--- config.mk ---
export PLATFORM = sky130hd
export DESIGN_NAME = wb_reg_bank
export DESIGN_NICKNAME = d
export VERILOG_FILES = /design/src/rtl/wb_reg_bank.sv
export SDC_FILE = /design/constraint.sdc
export NUM_CORES = 1
export LEC_CHECK = 0
export ABC_AREA = 1
export ABC_CLOCK_PERIOD_IN_PS = 1850
export BUFFER_PORTS_ARGS = -buffer_cell sky130_fd_sc_hd__buf_4
export CORE_AREA = 2 2 191 146
export DETAILED_ROUTE_END_ITERATION = 12
export DIE_AREA = 0 0 193 148
export SLEW_MARGIN = 20
export SYNTH_ARGS = -nofsm -noshare
export SYNTH_HDL_FRONTEND = slang
export SYNTH_SLANG_ARGS = --single-unit
--- constraint.sdc ---
create_clock -name clk -period 1.85 [get_ports clk]
set_input_delay 0.37 -clock clk [delete_from_list [all_inputs] [get_ports clk]]
set_output_delay 0.37 -clock clk [all_outputs]
set_load 0.01 [all_outputs]
--- src/rtl/wb_reg_bank.sv ---
// Wishbone (pipelined) slave register bank: single outstanding single-beat transaction,
// programmable wait states before ack, registers exposed as a flattened bus.
module wb_reg_bank #(
   parameter int BYTES       = 1,
   parameter int ADDR_BITS   = 8,
   parameter int NUM_REGS    = 16,
   parameter int WAIT_STATES = 0
) (
   input  logic                            clk,
   input  logic                            sreset,
   input  logic                            wb_cyc,
   input  logic                            wb_stb,
   input  logic                            wb_we,
   input  logic [ADDR_BITS-1:0]            wb_addr,
   input  logic [BYTES*8-1:0]              wb_dat_m2s,
   output logic [BYTES*8-1:0]              wb_dat_s2m,
   output logic                            wb_ack,
   output logic                            wb_stall,
   output logic [NUM_REGS*BYTES*8-1:0]     regs_o,
   output logic                            wr_pulse_o,
   output logic [ADDR_BITS-1:0]            wr_addr_o
);

   localparam int W        = BYTES * 8;
   localparam int IDX_BITS = (NUM_REGS > 1) ? $clog2(NUM_REGS) : 1;
   localparam logic [ADDR_BITS:0] NUM_REGS_L = (ADDR_BITS + 1)'(NUM_REGS);
   localparam logic [3:0] WS_LOAD = (WAIT_STATES > 0) ? 4'(WAIT_STATES - 1) : 4'd0;

   typedef enum logic [1:0] {S_IDLE, S_WAIT, S_ACK} state_t;

   state_t                state_reg, state_next;
   logic [3:0]            cnt_reg, cnt_next;
   logic                  accept;
   logic [W-1:0]          mem_reg [NUM_REGS];
   logic [W-1:0]          rd_data_reg;
   logic                  wr_pulse_reg;
   logic [ADDR_BITS-1:0]  wr_addr_reg;
   logic                  in_range;
   logic [IDX_BITS-1:0]   idx;

   assign in_range = ({1'b0, wb_addr} < NUM_REGS_L);
   assign idx      = wb_addr[IDX_BITS-1:0];

   // Dropping cyc aborts from any state; the request is only seen in IDLE.
   always_comb begin
      state_next = state_reg;
      cnt_next   = cnt_reg;
      accept     = 1'b0;
      if (!wb_cyc) begin
         state_next = S_IDLE;
      end else begin
         case (state_reg)
            S_IDLE: begin
               if (wb_stb) begin
                  accept = 1'b1;
                  if (WAIT_STATES > 0) begin
                     state_next = S_WAIT;
                     cnt_next   = WS_LOAD;
                  end else begin
                     state_next = S_ACK;
                  end
               end
            end
            S_WAIT: begin
               if (cnt_reg == 4'd0) state_next = S_ACK;
               else                 cnt_next   = cnt_reg - 4'd1;
            end
            S_ACK:   state_next = S_IDLE;
            default: state_next = S_IDLE;
         endcase
      end
   end

   always_ff @(posedge clk) begin
      if (sreset) begin
         state_reg    <= S_IDLE;
         cnt_reg      <= 4'd0;
         rd_data_reg  <= '0;
         wr_pulse_reg <= 1'b0;
         wr_addr_reg  <= '0;
         for (int i = 0; i < NUM_REGS; i++) mem_reg[i] <= '0;
      end else begin
         state_reg    <= state_next;
         cnt_reg      <= cnt_next;
         wr_pulse_reg <= 1'b0;
         if (accept) begin
            if (wb_we) begin
               // Out-of-range writes are acked but leave no trace.
               if (in_range) begin
                  mem_reg[idx] <= wb_dat_m2s;
                  wr_pulse_reg <= 1'b1;
                  wr_addr_reg  <= wb_addr;
               end
            end else begin
               rd_data_reg <= in_range ? mem_reg[idx] : '0;
            end
         end
      end
   end

   genvar gi;
   generate
      for (gi = 0; gi < NUM_REGS; gi++) begin : g_regs
         assign regs_o[gi*W +: W] = mem_reg[gi];
      end
   endgenerate

   assign wb_dat_s2m = rd_data_reg;
   assign wb_ack     = (state_reg == S_ACK) && wb_cyc;
   assign wb_stall   = (state_reg != S_IDLE);
   assign wr_pulse_o = wr_pulse_reg;
   assign wr_addr_o  = wr_addr_reg;

endmodule

==> results by group <==
Layout
  • Max reg flops: 128
  • Final instance area: 9660 µm²
  • Most common cell after layout, fill and taps aside: nand2_1
  • Area Growth Syn to Fin: 46.2%
  • Fillers: 2760
  • Final Net Count: 997
  • Most frequent cells in the layout: nand2_1 (351), buf_4 (222), nor2_1 (133), edfxtp_1 (128), nand2_2 (20)
  • Fraction of layout cells with a size suffix above 1: 32.0%
  • ANT cells: 0

Floorplan
  • I/O pin total: 168
  • Die area: 28600 µm²
  • FP Rows: 52
  • Die H: 148 µm
  • Starting Density: 24.8%
  • Core box area: 26700 µm²
  • Die W: 193 µm

GRT
  • Vias in the first global route: 5636
  • Gr ovfl total: 0
  • GRT Resource Usage Total: 16.1%
  • First-pass GRT wire length: 33400 µm
  • Initial antenna violation count: 0
  • Pin count of the biggest net entering global routing: 27

Job
  • MaxCap Viol Count: 0

Yosys
  • Sequential share of the synthesized area: 63.6%
  • Top cell type's share of synthesized area: 58.2%
  • Area leader, netlist: edfxtp_1
  • Ranking of synthesized cells by area: edfxtp_1 (58%), nand2_1 (21%), nor2_1 (7.9%), dfxtp_1 (5.5%), clkbuf_1 (1.1%)
  • Netlist cell types: 20
  • Synth warnings: 0
  • Syn Std Cell Area: 6610 µm²
  • Synthesized area per cell: 8.79 µm²
  • Syn nets: 773
  • Syn Inst Count: 752
  • Yosys reg bits: 146

Power and ir drop
  • Reported net switching power: 2060 µW
  • Internal power component: 6030 µW
  • PD cells: 837 nW/µm²
  • Clock share of power: 42.6%
  • Combinational share of power: 10.8%
  • Switching share of power: 25.4%
  • Max VDD drop: 0.000553 V
  • Lkg Pwr: 0.00455 µW
  • Flop pwr share: 46.7%
  • Design Power: 8090 µW

Route
  • DR vias: 5917
  • DR DRC count: 0
  • First DRT Iteration DRCs: 504
  • Total wire length: 23400 µm
  • Via density per instance: 4.42
  • First-pass detailed-route iteration total: 5
  • WL/cell: 17.4 µm
  • Post-DRT Antenna Nets: 0

STA
  • Unrepaired setup endpoints after global routing: yes
  • Rel. slew slack: 64.2%
  • Peak Freq: 0.537 GHz
  • Clock skew: 14.2 ps
  • Min Tclk post-route: 1860 ps
  • Final hold violation count: 0
  • Min Hold Slack: 113 ps
  • Final setup violating endpoints: 29
  • Crit share post-route: 101%
  • Tightest Pin Transition: 537 ps
  • Final WS setup: -11.1 ps
  • Fin. max-slew vios: 0

Status
  • Status: complete, but fails checks
  • Violated checks: negative setup slack

Place
  • Placed Area: 8920 µm²
  • PortBufs: 167
  • GPL Wtd Cong: 0.813
  • Dpl hpwl: 17600 µm
  • Pre-CTS setup slack: -182 ps

Worst setup path
  • Critical R2R Capture: mem_reg[0][4]$_SDFFCE_PN0P_
  • Setup crit end kind: register
  • Cells on worst reg2reg path: 9
  • Worst r2r src: state_reg[1]$_SDFFE_PP0P_
  • Worst reg2reg setup slack: -10 ps
  • WS Path Type: reg -> reg
  • Crit path arrival time: 2000 ps
  • Crit path launch: state_reg[1]$_SDFFE_PP0P_
  • WP data required: 1990 ps
  • Crit start category: register
  • Largest fanout on the critical path: 7

CTS
  • CTS root buf: clkbuf_16
  • Clock Latency Late Sink: 430 ps
  • CTS HTree Levels: 4
  • CTS Buf Count: 17
  • Clk slew on worst S/H paths: 70 ps
  • CTS tree: done
  • Clk buf depth: 2
  • Total clock sinks: 146

Min path
  • Hold depth: 2
  • Worst hold path type: in -> reg
  • Hold EP: state_reg[1]$_SDFFE_PP0P_
  • Hold path start: sreset
-- synth_stat cells --
cell type / number
clkbuf_1: 20
nand4_4: 1
nand2_1: 376
a21oi_1: 8
dfxtp_1: 18
inv_1: 16
nand2_2: 4
edfxtp_1: 128
nor3_1: 1
a211oi_1: 4
nor3_4: 1
nor3_2: 3
nor2_1: 139
nor2_2: 1
buf_2: 11
nand3_1: 1
nor3b_1: 4
buf_1: 6
o21ai_0: 8
inv_2: 2
-- logic make-up after synthesis --
logic type | count (synthesis) | share of synthesized area [%]
and+or+nand+nor | 531 | 31.4
AOI/OAI and AO/OA | 20 | 1.67
DFF | 146 | 63.6
buffers and inverters | 55 | 3.33
-- worst max path at each step --
stage	end	slack (ps)	depth (start not counted)
after global routing	mem_reg[8][0]$_SDFFCE_PN0P_	-100	9
after CTS	mem_reg[2][3]$_SDFFCE_PN0P_	-10	9
after global placement	mem_reg[4][5]$_SDFFCE_PN0P_	-130	11
after floorplan	mem_reg[0][0]$_SDFFCE_PN0P_	30	6
final	mem_reg[0][4]$_SDFFCE_PN0P_	-10	9
after detailed placement	mem_reg[15][6]$_SDFFCE_PN0P_	-180	10
-- through the flow --
stage,instances,util [%],TNS [ps]
after global routing,1340,36.2,-9620
after floorplan,752,-,0
after CTS,1342,35.6,-99.1
after detailed placement,1310,33.5,-17300
final,1340,36.2,-150
after global placement,1310,33.5,-13440
-- timing repair --
item	4_1_cts	5_1_grt
hold buffers	0	0
endpoints found under the setup margin	23	188
buffers inserted	0	0
gates cloned	0	0
gates resized for setup	1	53
pin swaps	0	13
-- metal layers --
layer	GRT usage, %	vias to the layer above	part of all wire, %
met5	0	-	0
li1	-	2842	-
met3	3.75	12	9.5
met4	3.14	0	0.39
met1	23.5	2806	46
met2	24.5	257	44
-- layout make-up --
type	instances	area, µm²	area share, %
Sequential cell	146	4210	43.5
Multi-Input combinational cell	551	2350	24.3
Timing Repair Buffer	242	2010	20.9
Tap cell	351	439	4.55
Clock buffer	17	425	4.40
Clock inverter	15	155	1.61
Inverter	18	67.6	0.700
-- power by group through the flow --
stage          Clock [µW]  Combinational [µW]  Sequential, µW
2_1_floorplan           0                 314            3860
3_3_place_gp            0                 855            3850
3_5_place_dp            0                 863            3840
4_1_cts              3490                 867            3770
5_1_grt              3620                 946            3780
6_report             3440                 870            3770
-- worst max-delay path: stages, from the launching register on --
cell and delay, ps:
dfxtp_2 340, nor2_4 90, nand2_2 90, nor2_4 140, nand4_4 230, nor3_4 260, buf_6 160, nand2_4 60
nand2_4 80, buf_12 110
Power figures use the tool's default switching activity.
